==> src/rtl/add_arbiter_if.sv <==
// add_arbiter requester/result bundle.
// master = requester side, slave = arbiter side.
interface add_arbiter_if;
    logic       req_a;
    logic [2:0] num1_a;
    logic [2:0] num2_a;
    logic       req_b;
    logic [2:0] num1_b;
    logic [2:0] num2_b;
    logic       ack_a;
    logic       ack_b;
    logic [3:0] result;
    logic       zeroflag;
    logic       grant;
    logic       busy;

    modport master (
        output req_a, num1_a, num2_a,
        output req_b, num1_b, num2_b,
        input  ack_a, ack_b, result, zeroflag, grant, busy
    );

    modport slave (
        input  req_a, num1_a, num2_a,
        input  req_b, num1_b, num2_b,
        output ack_a, ack_b, result, zeroflag, grant, busy
    );
endinterface

==> src/rtl/add_arbiter.sv <==
// Two-requester arbiter sharing one 3-bit adder.
// IDLE -> ISSUE -> DONE, one operation every 3 cycles.
module Add (
    input  logic [2:0] num1,
    input  logic [2:0] num2,
    output logic [3:0] sum,
    output logic       zero
);
    assign sum  = {1'b0, num1} + {1'b0, num2};
    assign zero = (sum == 4'd0);
endmodule

module add_arbiter #(
    parameter bit FIXED_PRIORITY = 1'b0
) (
    input  logic           clk,
    input  logic           rst,
    add_arbiter_if.slave   bus
);
    typedef enum logic [1:0] {
        IDLE  = 2'd0,
        ISSUE = 2'd1,
        DONE  = 2'd2
    } state_t;

    state_t     state_q, state_d;
    logic [2:0] op1_q, op1_d;
    logic [2:0] op2_q, op2_d;
    logic       grant_q, grant_d;
    logic       last_q, last_d;
    logic [3:0] result_q, result_d;
    logic       zf_q, zf_d;
    logic       ack_a_q, ack_a_d;
    logic       ack_b_q, ack_b_d;

    logic       any_req;
    logic       tie;
    logic       win_b;
    logic [3:0] add_sum;
    logic       add_zero;

    // Shared adder only ever sees the latched operands.
    Add u_add (
        .num1 (op1_q),
        .num2 (op2_q),
        .sum  (add_sum),
        .zero (add_zero)
    );

    // Winner select: last_q=1 means B was served last.
    always_comb begin
        any_req = bus.req_a | bus.req_b;
        tie     = bus.req_a & bus.req_b;
        if (FIXED_PRIORITY) begin
            win_b = bus.req_b & ~bus.req_a;
        end else if (tie) begin
            win_b = ~last_q;
        end else begin
            win_b = bus.req_b;
        end
    end

    // Next-state, operand latch, result capture and ack.
    always_comb begin
        state_d  = state_q;
        op1_d    = op1_q;
        op2_d    = op2_q;
        grant_d  = grant_q;
        last_d   = last_q;
        result_d = result_q;
        zf_d     = zf_q;
        ack_a_d  = 1'b0;
        ack_b_d  = 1'b0;
        unique case (state_q)
            IDLE: begin
                if (any_req) begin
                    grant_d = win_b;
                    op1_d   = win_b ? bus.num1_b : bus.num1_a;
                    op2_d   = win_b ? bus.num2_b : bus.num2_a;
                    state_d = ISSUE;
                end
            end
            ISSUE: begin
                result_d = add_sum;
                zf_d     = add_zero;
                ack_a_d  = ~grant_q;
                ack_b_d  = grant_q;
                state_d  = DONE;
            end
            DONE: begin
                last_d  = grant_q;
                state_d = IDLE;
            end
            default: begin
                state_d = IDLE;
            end
        endcase
    end

    // State and datapath registers with synchronous reset.
    always_ff @(posedge clk) begin
        if (rst) begin
            state_q  <= IDLE;
            op1_q    <= 3'd0;
            op2_q    <= 3'd0;
            grant_q  <= 1'b0;
            last_q   <= 1'b1;
            result_q <= 4'd0;
            zf_q     <= 1'b0;
            ack_a_q  <= 1'b0;
            ack_b_q  <= 1'b0;
        end else begin
            state_q  <= state_d;
            op1_q    <= op1_d;
            op2_q    <= op2_d;
            grant_q  <= grant_d;
            last_q   <= last_d;
            result_q <= result_d;
            zf_q     <= zf_d;
            ack_a_q  <= ack_a_d;
            ack_b_q  <= ack_b_d;
        end
    end

    assign bus.ack_a    = ack_a_q;
    assign bus.ack_b    = ack_b_q;
    assign bus.result   = result_q;
    assign bus.zeroflag = zf_q;
    assign bus.grant    = grant_q;
    assign bus.busy     = (state_q != IDLE);

    // Acks are exclusive and confined to DONE.
    a_ack_excl: assert property (
        @(posedge clk) !(ack_a_q && ack_b_q)
    );
    a_ack_done: assert property (
        @(posedge clk) (ack_a_q || ack_b_q) |-> (state_q == DONE)
    );
endmodule

==> src/flat_wrapper.sv <==
// flat-port wrapper written by rule: the top's interface ports become plain ports
module add_arbiter_flat 
#(
    parameter bit FIXED_PRIORITY = 1'b0
)
  (clk, rst, bus_req_a, bus_num1_a, bus_num2_a, bus_req_b, bus_num1_b, bus_num2_b, bus_ack_a, bus_ack_b, bus_result, bus_zeroflag, bus_grant, bus_busy);
  add_arbiter_if bus_i ();
  input  logic clk;
  input  logic rst;
  input wire logic [$bits(bus_i.req_a)-1:0] bus_req_a;
  input wire logic [$bits(bus_i.num1_a)-1:0] bus_num1_a;
  input wire logic [$bits(bus_i.num2_a)-1:0] bus_num2_a;
  input wire logic [$bits(bus_i.req_b)-1:0] bus_req_b;
  input wire logic [$bits(bus_i.num1_b)-1:0] bus_num1_b;
  input wire logic [$bits(bus_i.num2_b)-1:0] bus_num2_b;
  output wire logic [$bits(bus_i.ack_a)-1:0] bus_ack_a;
  output wire logic [$bits(bus_i.ack_b)-1:0] bus_ack_b;
  output wire logic [$bits(bus_i.result)-1:0] bus_result;
  output wire logic [$bits(bus_i.zeroflag)-1:0] bus_zeroflag;
  output wire logic [$bits(bus_i.grant)-1:0] bus_grant;
  output wire logic [$bits(bus_i.busy)-1:0] bus_busy;
  assign bus_i.req_a = bus_req_a;
  assign bus_i.num1_a = bus_num1_a;
  assign bus_i.num2_a = bus_num2_a;
  assign bus_i.req_b = bus_req_b;
  assign bus_i.num1_b = bus_num1_b;
  assign bus_i.num2_b = bus_num2_b;
  assign bus_ack_a = bus_i.ack_a;
  assign bus_ack_b = bus_i.ack_b;
  assign bus_result = bus_i.result;
  assign bus_zeroflag = bus_i.zeroflag;
  assign bus_grant = bus_i.grant;
  assign bus_busy = bus_i.busy;
  add_arbiter #(.FIXED_PRIORITY(FIXED_PRIORITY)) u_core (.clk(clk), .rst(rst), .bus(bus_i));
endmodule
==> config.mk <==
export PLATFORM = sky130hd
export DESIGN_NAME = add_arbiter_flat
export DESIGN_NICKNAME = d
export VERILOG_FILES = /design/src/rtl/add_arbiter_if.sv /design/src/rtl/add_arbiter.sv /design/src/flat_wrapper.sv
export SDC_FILE = /design/constraint.sdc
export NUM_CORES = 1
export LEC_CHECK = 0
export CORE_MARGIN = 2
export CORE_UTILIZATION = 44
export DETAILED_ROUTE_END_ITERATION = 8
export GPL_TIMING_DRIVEN = 1
export PLACE_DENSITY = 0.88
export SYNTH_ARGS = -nofsm -noshare
export SYNTH_HDL_FRONTEND = slang
export SYNTH_SLANG_ARGS = --single-unit
==> constraint.sdc <==
create_clock -name clk -period 1.8 [get_ports clk]
set_input_delay 0.36 -clock clk [delete_from_list [all_inputs] [get_ports clk]]
set_output_delay 0.36 -clock clk [all_outputs]
set_load 0.03 [all_outputs]
# Word level (Yosys, flattened, before mapping)
# Cells that the tools add are included.
# Widths: inputs -> output; s select.
[totals]
inputBits = 16
mem_bits_ro = 0
reg_bits = 17
elab_cells = 28
memories = 0
latchBits = 0
mem_bits_rw = 0
[op_classes]
n_eq_ne = 3
bitwise_logic = 5
shift = 0
magnitude_cmp = 0
div_mod_pow = 0
muxes = 5
multipliers = 0
add_sub_neg = 1
reduce_logical = 5
[ops]
columns = ["operator", "count"]
rows = [
  ["$mux 3", 2],
  ["$add 3x3->4", 1],
  ["$logic_not 4->1", 1],
  ["$pmux 2 s2", 1],
  ["$not 1->1", 3],
  ["$eq 2x1->1 const B", 1],
  ["$eq 2x2->1 const B", 1],
  ["$logic_not 2->1", 1],
  ["$mux 2", 1],
  ["$ne 2x1->1 const B", 1],
  ["$reduce_and 2->1", 1],
  ["$reduce_bool 2->1", 1],
  ["$reduce_or 2->1", 1],
  ["$and 1x1->1", 1],
  ["$mux 1", 1],
  ["$or 1x1->1", 1],
]

# Depth between registers and ports, before layout
# Gate-level depths: netlist (run 1).
[logic_depth]
ltp_word = 3
depth_mapped = 6
mapped_depth_nobuf = 6

# Cells and area by module
# From an unflattened synthesis (run 1), not the netlist that was laid out.
[unflattened]
cells_unflattened = 79
area_unflattened_um2 = 789.5
[by_module_without_submodules]
columns = ["mod", "cells_each", "seq_area_each_um2", "n_inst", "area_each_um2"]
rows = [
  ["add_arbiter", 66, 340.3, 1, 670.6],
  ["Add", 13, 0.0, 1, 118.9],
]

# Worst setup path after synthesis (run 1)
# OpenSTA, ideal clock, no wires.
[synth_timing]
kind = "register to register"
from = "register u_core.op2_q[0]"
to = "register u_core.zf_q (netlist: u_core.bus.zeroflag)"
t_arrival_ps = 1564
stages_incl_launch_ff = 7
synth_period_minus_slack_ps = 1635
path_slack_ps = 165
path_cell_list = "dfxtp_1 > ha_1 > inv_1 > fa_1 > nand4bb_1 > a2111o_1 > a21oi_1"
[synth_via]
elab_chain_len = 2
[synth_rtl]
columns = ["item", "line", "rtl"]
rows = [
  ["from (decl)", "add_arbiter.sv:28", "logic [2:0] op2_q, op2_d;"],
  ["from (signal assigned)", "add_arbiter.sv:115", "op2_q <= op2_d;"],
  ["$add 3x3->4", "add_arbiter.sv:9", "assign sum = {1'b0, num1} + {1'b0, num2};"],
  ["$logic_not 4->1", "add_arbiter.sv:10", "assign zero = (sum == 4'd0);"],
  ["to (signal assigned)", "add_arbiter.sv:119", "zf_q <= zf_d;"],
  ["to (decl)", "add_arbiter.sv:32", "logic zf_q, zf_d;"],
]
# Every way passes these cells.
# A chain may end at the register's enable or synchronous reset.

# Final worst setup path (run 1)
[layout_timing]
from = "register u_core.op1_q[0]"
to = "register u_core.zf_q (netlist: u_core.bus.zeroflag)"
[layout_via]
elab_chain_len = 2
[layout_rtl]
columns = ["item", "line", "rtl"]
rows = [
  ["from (decl)", "add_arbiter.sv:27", "logic [2:0] op1_q, op1_d;"],
  ["from (signal assigned)", "add_arbiter.sv:114", "op1_q <= op1_d;"],
  ["$add 3x3->4", "add_arbiter.sv:9", ""],
  ["$logic_not 4->1", "add_arbiter.sv:10", ""],
]
# Every way passes these cells.

==> results.cfg, run 1 <==
[routing]
ant_nets = 0
dr.first_iter.drc_count = 5
drcViolationCount = 0
drt_pass1_iterations = 3
post_drt_wl_per_cell_um = 12.6
via_per_inst = 5.42
drt_wl_total_um = 1550
vias = 667

[global_routing]
grt_pass1_vias = 629
overflow = 0
grt_max_degree = 11
antenna_found_initial = 0
grt_pass1_wl_um = 2550
grt_use_total_pct = 17.7

[sta]
skew_ps = 7.41
maxSlewHeadroom_pct = 74.4
tns_ps = 0
clock.fmax_mhz = 566
fin_crit_ps = 1770
period_share_pct = 98.1
finalHoldViolCount = 0
slew_violations = 0
finalSetupViolCount = 0
tightest_slew_ps = 382
fin_ws_ps = 34.7
rsz0062_at_grt = yes

[layout]
diodes = 0
nFillCells = 151
nets = 127
drive_gt1_share_pct = 9.43
layout-area-overhead-vs-synth_pct = 37.9

[synth]
yosys_register_bits = 17
syn_area_um2 = 773
yosysTopAreaCellShare_pct = 44.0
yosysWarningCount = 0
yosysUniqueCellTypes = 25
synthCells = 80
ys_seq_area_share_pct = 44.0
syn_avg_cell_area_um2 = 9.67
synth.area.top_cells = dfxtp_1 44%, mux2i_1 7.8%, a211oi_1 7.8%
syn-num-nets = 100
synth_largest_area_cell = dfxtp_1

[floorplanning]
fp.dieArea_um2 = 2110
core_area_um2 = 1690
num_io_pins = 25
rows = 15
start_util_pct = 45.8
die_y_um = 45.9
fp.dieW_um = 45.9

[setup_path]
r2r_cells = 6
crit_start = u_core.op1_q[0]
worstSetupPathType = reg2reg
cp-start-kind = flip-flop
crit_fanout = 2
reg2reg_from = u_core.op1_q[0]
end_kind = flip-flop
worstPathRequired_ps = 2020
cp_data_arrival_time_ps = 1990

[power]
powerDensity_nw_per_um2 = 827
p_comb_share_pct = 27.4
seqPwrFrac_pct = 49.4
p_sw_share_pct = 30.7
internal-power_uw = 611
irDropWorstVdd_uv = 364
power.share.clock_pct = 23.2
switchingPower_uw = 270
p_leak_nw = 0.426

[clock_network]
numCtsBuffers = 3
cts_tree = yes
cts_buffer_depth = 2
cts_root_buf = clkbuf_4
clk_pin_slew_ps = 90
clk_latency_ps = 300
cts_max_level = 1
cts_hold_buf = 0
cts.sinks = 17

[hold_path]
hold_start = u_core.bus.result[2]
min_path_type = reg2reg
min_path_cells = 2

[run_status]
status = completed

[placement]
io_buffers = 24
place_hpwl_um = 1210
gp_congestion = 0.857
dp_slack_ps = 73.4

[job]
cap_violations = 0
## power by group through the flow
stage	registers, mW	logic (mW)	clock network [mW]
6_report	0.435	0.242	0.204
3_3_place_gp	0.440	0.231	0
2_1_floorplan	0.463	0.123	0
4_1_cts	0.434	0.239	0.215
3_5_place_dp	0.442	0.240	0
5_1_grt	0.438	0.264	0.232
## cell usage after synthesis (all sizes together)
| cell type | number |
|---|---|
| dfxtp | 17 |
| a21oi | 10 |
| a211oi | 8 |
| mux2i | 6 |
| nor2 | 6 |
| nand2 | 5 |
| inv | 4 |
| clkbuf | 3 |
| ha | 3 |
| nor3 | 3 |
| nor2b | 2 |
| a2111o | 1 |
| a211o | 1 |
| a21boi | 1 |
| a21o | 1 |
| and2 | 1 |
| and2b | 1 |
| fa | 1 |
| nand2b | 1 |
| nand3 | 1 |
| nand4bb | 1 |
| o21ai | 1 |
| or2 | 1 |
| xnor2 | 1 |
## stage by stage
stage | area [um^2] | util [%] | power, mW | cells | hold WS, ps
after floorplan | 773 | - | 0.587 | 80 | 498
after global placement | 1030 | 61.0 | 0.671 | 119 | 444
after detailed placement | 1030 | 61.0 | 0.682 | 119 | 449
after CTS | 1060 | 62.6 | 0.887 | 123 | 463
after global routing | 1070 | 63.1 | 0.934 | 123 | 484
final | 1070 | 63.1 | 0.881 | 123 | 463
## final cells by class
class                           instances  area, um^2  area share (%)
Clock buffer                            3        22.5            2.11
Clock inverter                          1        5.00           0.469
Inverter                                4        15.0            1.41
Multi-Input combinational cell         56         409            38.4
Sequential cell                        17         343            32.2
Tap cell                               17        21.3            2.00
Timing Repair Buffer                   25         250            23.5
## layer usage
metal | part of all wire [%] | track usage, % | wire length (um) | up-vias
li1 | - | - | - | 336
met1 | 42 | 18.4 | 651 | 305
met2 | 50 | 29.7 | 780 | 21
met3 | 4.5 | 4.76 | 70 | 5
met4 | 3.3 | 13.7 | 52 | 0
met5 | 0 | 0 | 0 | -
## kinds of logic (layout without fill, tap and decap cells)
kind of cell / count (synthesis) / after routing / share of synthesized area, %
AOI/OAI and AO/OA: 23 / 23 / 20.9
xor gates and xnor gates: 1 / 1 / 1.13
and+or+nand+nor: 22 / 22 / 15.4
adders and majority gates: 4 / 4 / 7.44
muxes: 6 / 6 / 7.77
DFF: 17 / 17 / 44.0
buffers and inverters: 7 / 33 / 3.40
## worst max-delay path: stages, from the launching register on
cell	delay, ps
dfxtp_2	340
ha_2	170
inv_1	50
fa_1	510
nand4bb_1	100
a2111o_1	390
a21oi_1	130
## sequential cells by signal, indices dropped and copies added, names as in the netlist
signal               flops
u_core.last_q            1
u_core.op2_q             3
u_core.state_q           2
u_core.bus.ack_b         1
u_core.bus.ack_a         1
u_core.op1_q             3
u_core.bus.result        4
u_core.bus.zeroflag      1
u_core.bus.grant         1
## repair_timing
item	in CTS	in global routing
pin swaps	0	0
buffers inserted	0	0
gates resized for setup	1	5
setup endpoints to repair	1	3
hold endpoints to repair	0	0
## path summary, 6_finish.rpt
path                               end  slack [ps]
setup / recovery   u_core.bus.zeroflag          30
hold / removal    u_core.bus.result[2]         460
setup reg to reg   u_core.bus.zeroflag          30
hold reg to reg   u_core.bus.result[2]         460
## placed cells by master (no fill, tap or decap), types with 2 or more instances in the layout
| cell type | count |
|---|---|
| a211oi_1 | 8 |
| a21oi_1 | 10 |
| clkbuf_4 | 3 |
| clkdlybuf4s50_1 | 22 |
| dfxtp_1 | 15 |
| dfxtp_2 | 2 |
| ha_1 | 2 |
| inv_1 | 4 |
| mux2i_1 | 6 |
| nand2_1 | 5 |
| nor2_1 | 5 |
| nor2b_1 | 2 |
| nor3_1 | 3 |
No activity file was read; power rests on OpenSTA's default activity.
==> inputs of run 2 (changes only) <==
- CAP_MARGIN: default -> 5
- SETUP_SLACK_MARGIN: default -> 0.05
- SLEW_MARGIN: default -> 25
==> run 2 against run 1 <==
Non-clock buffer count unchanged. Critical path type unchanged. Final cell count unchanged. Critical path depth unchanged. Critical endpoint unchanged. Cell area up 0.12%.
==> results.cfg, run 2 (synthesis results as in run 1) <==
[layout]
final_common_cell = clkdlybuf4s50_1
layout-area-overhead-vs-synth_pct = 38.0
nFillCells = 153
diodes = 0
nets = 127
layout.cells.non_filler = 123
largest_reg_flops = 4
drive_gt1_share_pct = 10.4
final_cell_mix = 22 x clkdlybuf4s50_1, 15 x dfxtp_1, 10 x a21oi_1, 8 x a211oi_1, 6 x mux2i_1

[hold_path]
min_path_cells = 2
min_path_type = reg2reg

[placement]
dp.cells = 119
place_hpwl_um = 1210
dp_slack_ps = 73.4
gp_congestion = 0.857
io_buffers = 24

[routing]
drt_pass1_iterations = 2
vias = 662
drt_wl_total_um = 1560
via_per_inst = 5.38
dr.first_iter.drc_count = 2
post_drt_wl_per_cell_um = 12.7
drcViolationCount = 0
ant_nets = 0

[floorplanning]
core_area_um2 = 1690
fp.dieW_um = 45.9
start_util_pct = 45.8
num_io_pins = 25
fp.dieArea_um2 = 2110
rows = 15
die_y_um = 45.9

[sta]
finalSetupViolCount = 0
rsz0062_at_grt = yes
fin_crit_ps = 1710
maxSlewHeadroom_pct = 74.4
skew_ps = 9.35
period_share_pct = 95.2
finalHoldViolCount = 0
slew_violations = 0
fin_ws_ps = 87.1
tightest_slew_ps = 382
tns_ps = 0
clock.fmax_mhz = 584

[power]
p_comb_share_pct = 27.2
internal-power_uw = 611
power.share.clock_pct = 23.4
powerDensity_nw_per_um2 = 830
p_leak_nw = 0.414
switchingPower_uw = 274
finalPower_uw = 886
irDropWorstVdd_uv = 368
seqPwrFrac_pct = 49.4
p_sw_share_pct = 31.0

[clock_network]
cts_max_level = 1
numCtsBuffers = 3
cts.sinks = 17
cts_root_buf = clkbuf_4
clk_pin_slew_ps = 90
cts_tree = yes
cts_hold_buf = 0
cts_buffer_depth = 2
clk_latency_ps = 300

[setup_path]
r2r_setup_slack_ps = 90
end_kind = flip-flop
crit_fanout = 2
cp_data_arrival_time_ps = 1940
r2r_end = u_core.bus.zeroflag
reg2reg_from = u_core.op2_q[0]
crit_start = u_core.op2_q[0]
worstPathRequired_ps = 2030
worstSetupPathType = reg2reg
cp-start-kind = flip-flop
r2r_cells = 6
cp-endpoint = u_core.bus.zeroflag

[global_routing]
grt_max_degree = 11
antenna_found_initial = 0
grt_pass1_wl_um = 2550
overflow = 0
grt_pass1_vias = 629
grt_use_total_pct = 17.7

[run_status]
status = completed

[job]
cap_violations = 0
run 2: changes by cell type in the layout (fill, tap and decap cells not counted), sizes merged:
cell	previous run	this run
clkbuf	3	4
dlygate4sd2	0	1
dlymetal6s2s	1	0
clkdlybuf4s15	1	0
run 2: metal layers:
metal / global-route usage (%) / wire [um] / up-vias
li1: - / - / 336
met1: 18.4 / 648 / 300
met2: 29.7 / 784 / 21
met3: 4.76 / 72 / 5
met4: 13.7 / 52 / 0
met5: 0 / 0 / -
run 2: layout make-up:
type                    count  area, um^2  share of cell area [%]
well taps                  17        21.3                    1.99
flip-flops and latches     17         343                    32.1
repair buffers             25         241                    22.6
inverters                   4        15.0                    1.41
clock inverters             1        5.00                   0.469
multi-input cells          56         419                    39.3
clock buffers               3        22.5                    2.11
run 2: worst min-delay path by stage:
| stage | startpoint | endpoint | slack, ps |
|---|---|---|---|
| 6_report | u_core.bus.result[2] | u_core.bus.result[2] | 460 |
| 5_1_grt | u_core.bus.result[2] | u_core.bus.result[2] | 480 |
| 4_1_cts | u_core.bus.result[2] | u_core.bus.result[2] | 460 |
| 3_5_place_dp | u_core.bus.result[2] | u_core.bus.result[2] | 450 |
| 3_3_place_gp | u_core.bus.result[0] | u_core.bus.result[0] | 440 |
| 2_1_floorplan | u_core.op1_q[0] | u_core.op1_q[0] | 500 |
run 2: stage by stage:
stage	instance area, um^2	hold slack (ps)	utilization, %
3_5_place_dp	1030	449	61.0
2_1_floorplan	773	498	-
3_3_place_gp	1030	444	61.0
6_report	1070	462	63.2
5_1_grt	1070	484	63.2
4_1_cts	1060	463	62.7
run 2: power by group through the flow:
stage / Clock, mW / Sequential, mW / Combinational (mW)
after CTS: 0.215 / 0.434 / 0.238
final: 0.207 / 0.437 / 0.241
after global placement: 0 / 0.440 / 0.231
after detailed placement: 0 / 0.442 / 0.240
after global routing: 0.232 / 0.440 / 0.265
after floorplan: 0 / 0.463 / 0.123
run 2: what timing repair did:
item                                    CTS  global route
setup buffers                             0             0
endpoints found under the setup margin    3             2
pin swaps                                 0             2
gates resized for setup                   4             4
endpoints found under the hold margin     0             0
run 2: worst max-delay path: stages (launching register included):
cell and delay, ps:
dfxtp_2 360, ha_4 130, inv_1 50, fa_1 530, nand4bb_1 100, a2111o_1 360, a21oi_1 120
==> inputs of run 3 (changes only) <==
- CTS_BUF_LIST: default -> sky130_fd_sc_hd__clkbuf_16
==> run 3 against run 2 <==
Final cell count unchanged. Power up 28%. Combinational power about the same. Clock power up 120%. Global-route usage up 0.65 points. Sequential cell count unchanged. Critical endpoint unchanged.
==> results.cfg, run 3 (synthesis results as in run 1) <==
[run_status]
status = completed

[setup_path]
worstPathRequired_ps = 1980
r2r_setup_slack_ps = 100
end_kind = flip-flop
reg2reg_from = u_core.op1_q[0]
r2r_end = u_core.bus.zeroflag
r2r_cells = 6
worstSetupPathType = reg2reg
crit_fanout = 2
cp-start-kind = flip-flop
cp_data_arrival_time_ps = 1880

[clock_network]
postCtsSetupRepairBufs = 0
numCtsBuffers = 3
clk_pin_slew_ps = 50
clk_latency_ps = 250
cts_root_buf = clkbuf_16
cts_buffer_depth = 2
cts_tree = yes
cts_hold_buf = 0
cts_max_level = 1
cts.sinks = 17

[routing]
routed-wl-met3_um = 73
met2WireLength_um = 805
ant_nets = 0
dr.first_iter.drc_count = 4
drt_pass1_iterations = 4
post_drt_wl_per_cell_um = 13.0
top_layer = met4
drt_wl_total_um = 1600
via_per_inst = 5.40
drcViolationCount = 0
vias = 664
drt-met1-wl_um = 660

[layout]
final_cell_mix = 23 x clkdlybuf4s50_1, 15 x dfxtp_1, 10 x a21oi_1, 8 x a211oi_1, 6 x mux2i_1
drive_gt1_share_pct = 9.43
final_common_cell = clkdlybuf4s50_1
layout.cells.non_filler = 123
largest_reg_flops = 4
nets = 127
final_util_pct = 66.6
layout-area-overhead-vs-synth_pct = 45.5
diodes = 0

[sta]
hold_ws_ps = 457
clock.fmax_mhz = 589
finalHoldViolCount = 0
maxSlewHeadroom_pct = 73.8
finalSetupViolCount = 0
period_share_pct = 94.3
tns_ps = 0
skew_ps = 3.11
rsz0062_at_grt = yes
tightest_slew_ps = 392
fin_crit_ps = 1700
slew_violations = 0

[global_routing]
grt_use_total_pct = 18.4
grt_max_degree = 11
grt_pass1_vias = 626
antenna_found_initial = 0
grt_pass1_wl_um = 2630
overflow = 0

[floorplanning]
core_area_um2 = 1690
fp.dieW_um = 45.9
start_util_pct = 45.8
num_io_pins = 25
rows = 15
fp.dieArea_um2 = 2110
die_y_um = 45.9

[power]
power.share.clock_pct = 39.8
powerDensity_nw_per_um2 = 1010
internal-power_uw = 829
seqPwrFrac_pct = 38.8
p_comb_share_pct = 21.5
switchingPower_uw = 302
finalPower_mw = 1.13
p_leak_nw = 0.434
p_sw_share_pct = 26.7
irDropWorstVdd_uv = 508

[hold_path]
hold_start = u_core.bus.result[2]
whs_endpoint = u_core.bus.result[2]
min_path_cells = 2
min_path_type = reg2reg

[placement]
dp.cells = 119
place_hpwl_um = 1210
gp_congestion = 0.857
io_buffers = 24

[job]
cap_violations = 0
-- run 3: cell types whose count changed in the layout (fill, tap and decap cells not counted), sizes merged --
| cell | previous run | this run |
|---|---|---|
| clkbuf | 4 | 3 |
| clkdlybuf4s50 | 22 | 23 |
-- run 3: repair_timing --
| action | CTS | global route |
|---|---|---|
| gates resized for setup | 1 | 4 |
| pin swaps | 0 | 3 |
| endpoints found under the setup margin | 1 | 1 |
-- run 3: layout make-up --
type,count,area (um^2)
clock inverter,1,5.00
fill,143,564
timing repair buffer,25,246
tap,17,21.3
inverter,4,15.0
clock buffer,3,75.1
sequential,17,343
multi-input combinational,56,419
-- run 3: power groups by stage --
| stage | sequential, mW | clock (mW) | combinational (mW) |
|---|---|---|---|
| 2_1_floorplan | 0.463 | 0 | 0.123 |
| 3_3_place_gp | 0.440 | 0 | 0.231 |
| 3_5_place_dp | 0.442 | 0 | 0.240 |
| 4_1_cts | 0.434 | 0.454 | 0.240 |
| 5_1_grt | 0.441 | 0.477 | 0.266 |
| 6_report | 0.438 | 0.450 | 0.243 |
-- run 3: worst max-delay path by stage --
stage | start | endpoint | cells past startpoint
2_1_floorplan | u_core.op2_q[0] | u_core.bus.zeroflag | 6
3_3_place_gp | u_core.op2_q[0] | u_core.bus.zeroflag | 6
3_5_place_dp | u_core.op2_q[0] | u_core.bus.zeroflag | 6
4_1_cts | u_core.op2_q[0] | u_core.bus.zeroflag | 6
5_1_grt | u_core.op1_q[0] | u_core.bus.zeroflag | 6
6_report | u_core.op1_q[0] | u_core.bus.zeroflag | 6
-- run 3: per-layer routing --
metal,vias up,global-route usage (%)
li1,337,-
met2,21,30.3
met4,0,13.7
met3,5,4.76
met5,-,0
met1,301,19.8
-- run 3: critical path, cell delays in order (launching register included) --
cell and delay [ps]:
dfxtp_2 350, ha_4 130, inv_1 50, fa_1 530
nand4bb_1 100, a2111o_1 350, a21oi_1 110
-- run 3: metrics by stage --
stage                     setup WS, ps  cell area [um^2]
final                              102              1120
after global routing              25.5              1120
after CTS                         58.6              1110
after detailed placement          73.4              1030
after global placement             133              1030
after floorplan                    165               773
